## src/rtl/dmem_arb_pkg.sv

```systemverilog
// Shared types and constants for the data-memory arbiter.
package dmem_arb_pkg;

  localparam int unsigned RESP_LATENCY = 1;
  localparam int unsigned PKG_ADDR_W   = 32;
  localparam int unsigned PKG_DATA_W   = 32;

  typedef enum logic [1:0] {
    OWN_M0   = 2'd0,
    OWN_M1   = 2'd1,
    OWN_NONE = 2'd2
  } owner_e;

  typedef enum logic {
    RESP_IDLE,
    RESP_ACTIVE
  } resp_state_e;

  typedef struct packed {
    logic                  we;
    logic [PKG_ADDR_W-1:0] addr;
    logic [PKG_DATA_W-1:0] wdata;
    logic [3:0]            be;
  } mem_req_t;

endpackage

```

## src/rtl/rr_arbiter2.sv

```systemverilog
// Combinational two-way pick: lock owner first, then single requester,
// then round-robin (or fixed priority to port 0) on contention.
module rr_arbiter2
  import dmem_arb_pkg::*;
#(
  parameter bit ROUND_ROBIN = 1'b1
) (
  input  logic   req0,
  input  logic   req1,
  input  owner_e lock_owner,
  input  owner_e last_grant,
  output logic   gnt0,
  output logic   gnt1
);

  always_comb begin
    gnt0 = 1'b0;
    gnt1 = 1'b0;
    if (lock_owner == OWN_M0 && req0) begin
      gnt0 = 1'b1;
    end else if (lock_owner == OWN_M1 && req1) begin
      gnt1 = 1'b1;
    end else if (req0 && req1) begin
      if (ROUND_ROBIN && last_grant == OWN_M0) gnt1 = 1'b1;
      else                                     gnt0 = 1'b1;
    end else begin
      gnt0 = req0;
      gnt1 = req1;
    end
  end

endmodule

```

## src/rtl/dmem_arbiter.sv

```systemverilog
// Shares the single-port data memory between the CPU (port 0) and the
// debug/loader port (port 1); each grant gets a response one cycle later.
module dmem_arbiter
  import dmem_arb_pkg::*;
#(
  parameter int ADDR_W      = 32,
  parameter int DATA_W      = 32,
  parameter int ROUND_ROBIN = 1
) (
  input  logic              clk,
  input  logic              rst_n,
  input  logic              m0_req,
  input  logic              m0_we,
  input  logic [ADDR_W-1:0] m0_addr,
  input  logic [DATA_W-1:0] m0_wdata,
  input  logic [3:0]        m0_be,
  input  logic              m0_lock,
  output logic              m0_gnt,
  output logic              m0_rvalid,
  output logic [DATA_W-1:0] m0_rdata,
  input  logic              m1_req,
  input  logic              m1_we,
  input  logic [ADDR_W-1:0] m1_addr,
  input  logic [DATA_W-1:0] m1_wdata,
  input  logic [3:0]        m1_be,
  input  logic              m1_lock,
  output logic              m1_gnt,
  output logic              m1_rvalid,
  output logic [DATA_W-1:0] m1_rdata,
  output logic              mem_en,
  output logic              mem_we,
  output logic [ADDR_W-1:0] mem_addr,
  output logic [DATA_W-1:0] mem_wdata,
  output logic [3:0]        mem_be,
  input  logic [DATA_W-1:0] mem_rdata
);

  resp_state_e       state_q, state_d;
  owner_e            last_grant_q, last_grant_d;
  owner_e            lock_owner_q, lock_owner_d;
  owner_e            resp_owner_q, winner;
  logic              resp_we_q;
  logic [DATA_W-1:0] m0_hold_q, m1_hold_q, resp_rdata;
  mem_req_t          req0, req1, sel;

  rr_arbiter2 #(
    .ROUND_ROBIN(ROUND_ROBIN != 0)
  ) u_pick (
    .req0      (m0_req),
    .req1      (m1_req),
    .lock_owner(lock_owner_q),
    .last_grant(last_grant_q),
    .gnt0      (m0_gnt),
    .gnt1      (m1_gnt)
  );

  always_comb begin
    req0 = '{we: m0_we, addr: PKG_ADDR_W'(m0_addr), wdata: PKG_DATA_W'(m0_wdata), be: m0_be};
    req1 = '{we: m1_we, addr: PKG_ADDR_W'(m1_addr), wdata: PKG_DATA_W'(m1_wdata), be: m1_be};
    winner = OWN_NONE;
    sel    = '0;
    if (m0_gnt) begin
      winner = OWN_M0;
      sel    = req0;
    end else if (m1_gnt) begin
      winner = OWN_M1;
      sel    = req1;
    end
  end

  assign mem_en    = m0_gnt | m1_gnt;
  assign mem_we    = sel.we;
  assign mem_addr  = ADDR_W'(sel.addr & ~PKG_ADDR_W'(3));
  assign mem_wdata = DATA_W'(sel.wdata);
  assign mem_be    = sel.be;

  // Next-state: any grant opens a response slot in the following cycle;
  // a lock survives only while its owner keeps winning with lock set.
  always_comb begin
    state_d      = RESP_IDLE;
    last_grant_d = last_grant_q;
    lock_owner_d = OWN_NONE;
    if (winner != OWN_NONE) begin
      state_d      = RESP_ACTIVE;
      last_grant_d = winner;
      if ((winner == OWN_M0 && m0_lock) || (winner == OWN_M1 && m1_lock))
        lock_owner_d = winner;
    end
  end

  // Responses are driven straight from mem_rdata; the hold registers keep
  // the last value visible to each port between its own responses.
  always_comb begin
    resp_rdata = resp_we_q ? '0 : mem_rdata;
    m0_rvalid  = (state_q == RESP_ACTIVE) && (resp_owner_q == OWN_M0);
    m1_rvalid  = (state_q == RESP_ACTIVE) && (resp_owner_q == OWN_M1);
    m0_rdata   = m0_rvalid ? resp_rdata : m0_hold_q;
    m1_rdata   = m1_rvalid ? resp_rdata : m1_hold_q;
  end

  always_ff @(posedge clk or negedge rst_n) begin
    if (!rst_n) begin
      state_q      <= RESP_IDLE;
      last_grant_q <= OWN_M1;
      lock_owner_q <= OWN_NONE;
      resp_owner_q <= OWN_NONE;
      resp_we_q    <= 1'b0;
      m0_hold_q    <= '0;
      m1_hold_q    <= '0;
    end else begin
      state_q      <= state_d;
      last_grant_q <= last_grant_d;
      lock_owner_q <= lock_owner_d;
      resp_owner_q <= winner;
      resp_we_q    <= sel.we;
      m0_hold_q    <= m0_rdata;
      m1_hold_q    <= m1_rdata;
    end
  end

endmodule

```

## config.mk

```make
export PLATFORM = sky130hd
export DESIGN_NAME = dmem_arbiter
export DESIGN_NICKNAME = d
export VERILOG_FILES = /design/src/rtl/dmem_arb_pkg.sv /design/src/rtl/rr_arbiter2.sv /design/src/rtl/dmem_arbiter.sv
export SDC_FILE = /design/constraint.sdc
export NUM_CORES = 1
export LEC_CHECK = 0
export CAP_MARGIN = 20
export CORE_AREA = 2 2 121 123
export CTS_BUF_LIST = sky130_fd_sc_hd__clkbuf_4 sky130_fd_sc_hd__clkbuf_8 sky130_fd_sc_hd__clkbuf_16
export DETAILED_ROUTE_END_ITERATION = 10
export DIE_AREA = 0 0 123 125
export GPL_ROUTABILITY_DRIVEN = 0
export MAX_ROUTING_LAYER = met4
export PLACE_DENSITY = 0.64
export SYNTH_ARGS = -nofsm -noshare
export SYNTH_HDL_FRONTEND = slang
export SYNTH_SLANG_ARGS = --single-unit
export TNS_END_PERCENT = 50
```

## constraint.sdc

```tcl
create_clock -name clk -period 2.73 [get_ports clk]
set_input_delay 0.273 -clock clk [delete_from_list [all_inputs] [get_ports clk]]
set_output_delay 0.273 -clock clk [all_outputs]
set_load 0.005 [all_outputs]
```

* Word-level counts from Yosys, hierarchy flattened
Index checks and enable logic that the tools add are counted.
Widths: inputs -> output; s select.
** Word-level totals
- Bits in registers :: 72
- Output and inout bits :: 138
- Word-level logic and storage cells :: 42
** Cells by class
- Equal/unequal tests :: 4
- Multiplexer cells :: 18
- Bitwise operators :: 1
- Reduce and logical (&&, ||, !) cells :: 12
** Operators by type and width (number)
- $mux 69 :: 2
- $mux 32 :: 3
- $mux 1 :: 9
- $logic_not 2->1 :: 4
- $mux 2 :: 4
- $logic_and 1x1->1 :: 7
- $eq 2x1->1 const B :: 3
- $ne 2x2->1 const B :: 1
- $logic_or 1x1->1 :: 1
- $or 1x1->1 :: 1

* Longest topological paths before layout
- Word-level depth :: 12
- Depth in mapped cells :: 6

* Hierarchy
Synthesis repeated with hierarchy kept, for this count alone.
** Unflattened totals
- Cell total of the unflattened synthesis :: 281
- Area total of the unflattened synthesis :: 3763.6 um^2
** By module, submodules not included
- dmem_arbiter :: times used 1, cells each 275, area an instance 3717.3 um^2
- rr_arbiter2 :: times used 1, cells each 6, area an instance 46.3 um^2

* Worst setup path before layout
Ideal clock, no wire load.
- Path kind :: register -> output
- Start point :: reg lock_owner_q[1]
- End point :: out mem_we
- Arrival :: 1534 ps
- Data required time :: 2457 ps
- Setup slack :: 923 ps
- Stages on the path, launching flop included :: 5
- Path buffers :: 1
- Path through :: dfstp_2 -> or3b_4 -> a31oi_4 -> buf_6 -> a22o_1
** On the way
- Cells in the longest elaborated chain, start to end :: 6
- Elaborated cells between the ends (all ways) :: 10
- Those cells by class :: eq/ne (1); mux (6); reduce/logical (3)
** Ends and longest elaborated chain
- from (decl) :: line dmem_arbiter.sv:40 : owner_e lock_owner_q, lock_owner_d;
- from (signal assigned) :: line dmem_arbiter.sv:113 : lock_owner_q <= lock_owner_d;
- $eq 2x1->1 :: line rr_arbiter2.sv:21 : end else if (lock_owner == OWN_M1 && req1) begin
- $logic_and 1x1->1 :: line rr_arbiter2.sv:21
- $mux 1 :: line rr_arbiter2.sv:21
- $mux 1 :: line rr_arbiter2.sv:19 : if (lock_owner == OWN_M0 && req0) begin
- $mux 69 :: line dmem_arbiter.sv:65 : end else if (m1_gnt) begin
- $mux 69 (*) :: line dmem_arbiter.sv:62 : if (m0_gnt) begin
- to (decl) :: line dmem_arbiter.sv:31 : output logic mem_we,
Mark *: on every way between the ends. The rest lies on a longest branch, timed or not.

* Worst setup path in the final report
- Start point :: reg lock_owner_q[1]
- End point :: out mem_wdata[14]
** On the way
- Cells in the longest elaborated chain, start to end :: 6
- Elaborated cells between the ends (all ways) :: 10
- Those cells by class :: eq/ne (1); mux (6); reduce/logical (3)
** Ends and longest elaborated chain
- $eq 2x1->1 :: line rr_arbiter2.sv:21
- $logic_and 1x1->1 :: line rr_arbiter2.sv:21
- $mux 1 :: line rr_arbiter2.sv:21
- $mux 1 :: line rr_arbiter2.sv:19
- $mux 69 :: line dmem_arbiter.sv:65
- $mux 69 (*) :: line dmem_arbiter.sv:62
- to (decl) :: line dmem_arbiter.sv:33 : output logic [DATA_W-1:0] mem_wdata,
Marked as above.

==> reports/results.txt <==
RSZ-0062 raised after global routing: true
Critical path arrival: 2.47 ns
Max Clock Skew: 0.006988 ns
Pwr Density: 543.5 nW/um^2
Boundary Pins: 314
Fin. Hold Viols: 0
Final setup violation count: 5
Largest net degree at the start of global routing: 73
Initial drt markers: 183
Yosys warns: 0
Flip-flop and latch area: 1805 um^2
Core area: 14200 um^2
Mean Syn Cell Area: 9.875 um^2
Rows: 44
Minimum clock period after layout: 2.740 ns
#FFs+latches synth: 72
Slew @ Worst Pin: 0.9847 ns
Max Slew Vio Count: 0
Num CTS Buffers: 9
Die Wd: 123 um
Gr ovfl total: 0
Vias: 3962
CTS sink count: 72
Clock Tree Buf Depth: 2
Post-Synthesis Cells: 353
Crit Path Class: register to output pin
Min-Delay Path Class: primary input to async pin
Vias in the first global route: 4107
Final worst slack: -0.01013 ns
Violated checks: negative setup slack
DRC Markers: 0
Initial antenna violation count: 2
Crit Reg-Reg Startpoint: lock_owner_q[1]
Max Cap Viol: 0
Worst Setup SP: lock_owner_q[1]
Starting Density: 0.2454
ANT nets after route: 0
Status: complete, but fails checks
Die height: 125 um
Fmax achieved: 364.9 MHz
R2R setup slack: 0.97 ns
Fillers: 1349
Library cells used by synthesis: 25
FF-to-FF End: lock_owner_q[0]
# nets final: 832
Area of the multi-input gates: 1500 um^2
Static leakage: 3.458 nW
Core occupancy in the finished layout: 0.5084
Register area share after synthesis: 0.5179
Worst Path Max Fanout: 18
CP Cell Sequence: or3b_4 -> a31oi_4 -> buf_4 -> buf_12 -> a22o_4 -> clkdlybuf4s50_1
Placed instance area: 6701 um^2
Path depth of the worst reg2reg path: 6
Setup TNS: -0.01875 ns
Crit share post-route: 1.004
CTS H-tree lvls: 3
DP HPWL: 13930 um
Worst vdd ir: 0.3088 mV
Mapped cell area: 3486 um^2
TritonRoute pass-1 iters: 4
Worst skew pair latency: 0.33 ns
Crit-path max cell delay: 0.53 ns
Layout cell share with drive strength beyond 1: 0.07413
Global Route Usage Sum: 0.2275
First-pass GRT wire length: 24720 um
Crit end category: output pin
Crit path max-delay cell type: dfstp_2
Syn-to-layout area delta: 107.1%
Via density: 4.678
CTS tree: done
Design area: 7221 um^2
Hold Buf Count CTS: 0
Final wirelength: 17940 um
WP data required: 2.46 ns
Worst hold slack: 0.07734 ns
Worst slew margin: 0.3435
Setup crit end: mem_wdata[14]
Clk root buf: clkbuf_16
Worst-path clk slew: 0.06 ns
Port Buffers: 307
Startpoint class of the critical path: register
Die area: 15380 um^2
Routed WL per cell: 21.18 um
## kinds of logic (layout without fill, tap and decap cells)
group,Yosys count,after routing,synth area share
AND/OR/NAND/NOR,105,105,0.1450
AO/OA/AOI/OAI,136,136,0.2757
other,1,4,0.001076
flip-flops,72,72,0.5179
buffers and inverters,39,346,0.06030
## flip-flops by register name, indices dropped and copies added (netlist names)
signal	count
resp_we_q	1
resp_owner_q	2
m1_hold_q	32
last_grant_q	2
lock_owner_q	2
m0_hold_q	32
state_q	1
## how the worst min path moves through the flow
stage               cells past startpoint         endpoint
finish                                  1    m0_hold_q[21]
global route                            1    m0_hold_q[21]
CTS                                     1    m0_hold_q[14]
detailed placement                      1    m0_hold_q[14]
global placement                        1    m1_hold_q[14]
floorplan                               0  last_grant_q[1]
## metal layers
layer	routed length, um	track usage
met3	1524	0.07026
met5	0	-
met4	677	0.08356
met1	6623	0.2461
met2	9114	0.3884
## stage by stage
stage                     power, mW  setup WS [ns]  std cells
after floorplan               1.823         0.9235        354
after global placement        2.821         0.2786        820
after detailed placement      2.852         0.2456        820
final                         3.924       -0.01013        847
after CTS                     3.963       -0.07491        840
after global routing          4.125       -0.08645        847
## final cells by class
cell class              instances  share of cell area
inverters                       5            0.002599
repair buffers                325              0.4691
multi-input cells             243              0.2078
clock buffers                   9             0.03119
diodes                          2           0.0006931
clock inverters                 7            0.006758
flip-flops and latches         72              0.2500
well taps                     184             0.03188
## cell usage in the layout, fill, tap and decap left out
| master | instances |
|---|---|
| nand2_1 | 64 |
| diode_2 | 2 |
| nand3b_1 | 1 |
| dfrtp_1 | 69 |
| dlygate4sd2_1 | 17 |
| clkdlybuf4s50_1 | 252 |
| clkinv_2 | 2 |
| buf_6 | 2 |
| o221ai_1 | 1 |
| buf_16 | 2 |
| clkbuf_16 | 10 |
| clkinvlp_4 | 4 |
| dfstp_2 | 3 |
| dlymetal6s2s_1 | 36 |
| o211a_2 | 1 |
| buf_12 | 4 |
| nand4bb_1 | 1 |
| nand2b_1 | 33 |
| clkinv_4 | 1 |
| a31oi_4 | 1 |
| a22o_4 | 3 |
| conb_1 | 2 |
| and2_1 | 2 |
| inv_1 | 2 |
| a22o_1 | 64 |
| buf_4 | 11 |
| nor2_1 | 2 |
| inv_2 | 3 |
| or3b_2 | 1 |
| o21ai_1 | 64 |
| a31oi_1 | 1 |
| a22oi_1 | 1 |
| or3b_4 | 1 |
## worst max-delay path, delay by kind of cell, from the launching register on
kind                   cells  cell delay [ns]
DFF                        1             0.53
AOI/OAI and AO/OA          2             0.39
and+or+nand+nor            1             0.40
buffers and inverters      3             0.81
## synth_stat cells, drive strengths merged
cell type,number,area share
nand4bb,1,0.0032
inv,5,0.0054
nor2,2,0.0022
a22oi,1,0.0022
a22o,67,0.17
and2,2,0.0036
o221ai,1,0.0025
nand2b,33,0.059
nand2,64,0.069
clkbuf,20,0.022
nand3b,1,0.0022
o21ai,64,0.092
buf,14,0.033
conb,1,0.0011
dfrtp,69,0.50
o211a,1,0.0029
dfstp,3,0.023
or3b,2,0.0057
a31oi,2,0.0079
## timing repair
| item | in CTS | in global routing |
|---|---|---|
| endpoints found under the setup margin | 65 | 49 |
| pin swaps | 6 | 2 |
| cloned | 2 | 2 |
| gates resized for setup | 21 | 41 |
| setup buffers | 2 | 3 |
## where the power goes
group | switching (mW) | leakage, nW | internal, mW
Combinational | 0.605 | 2.43 | 0.915
Sequential | 0.0666 | 0.908 | 1.26
Clock | 0.463 | 0.123 | 0.612
Total | 1.13 | 3.46 | 2.79
Power figures use the tool's default switching activity.
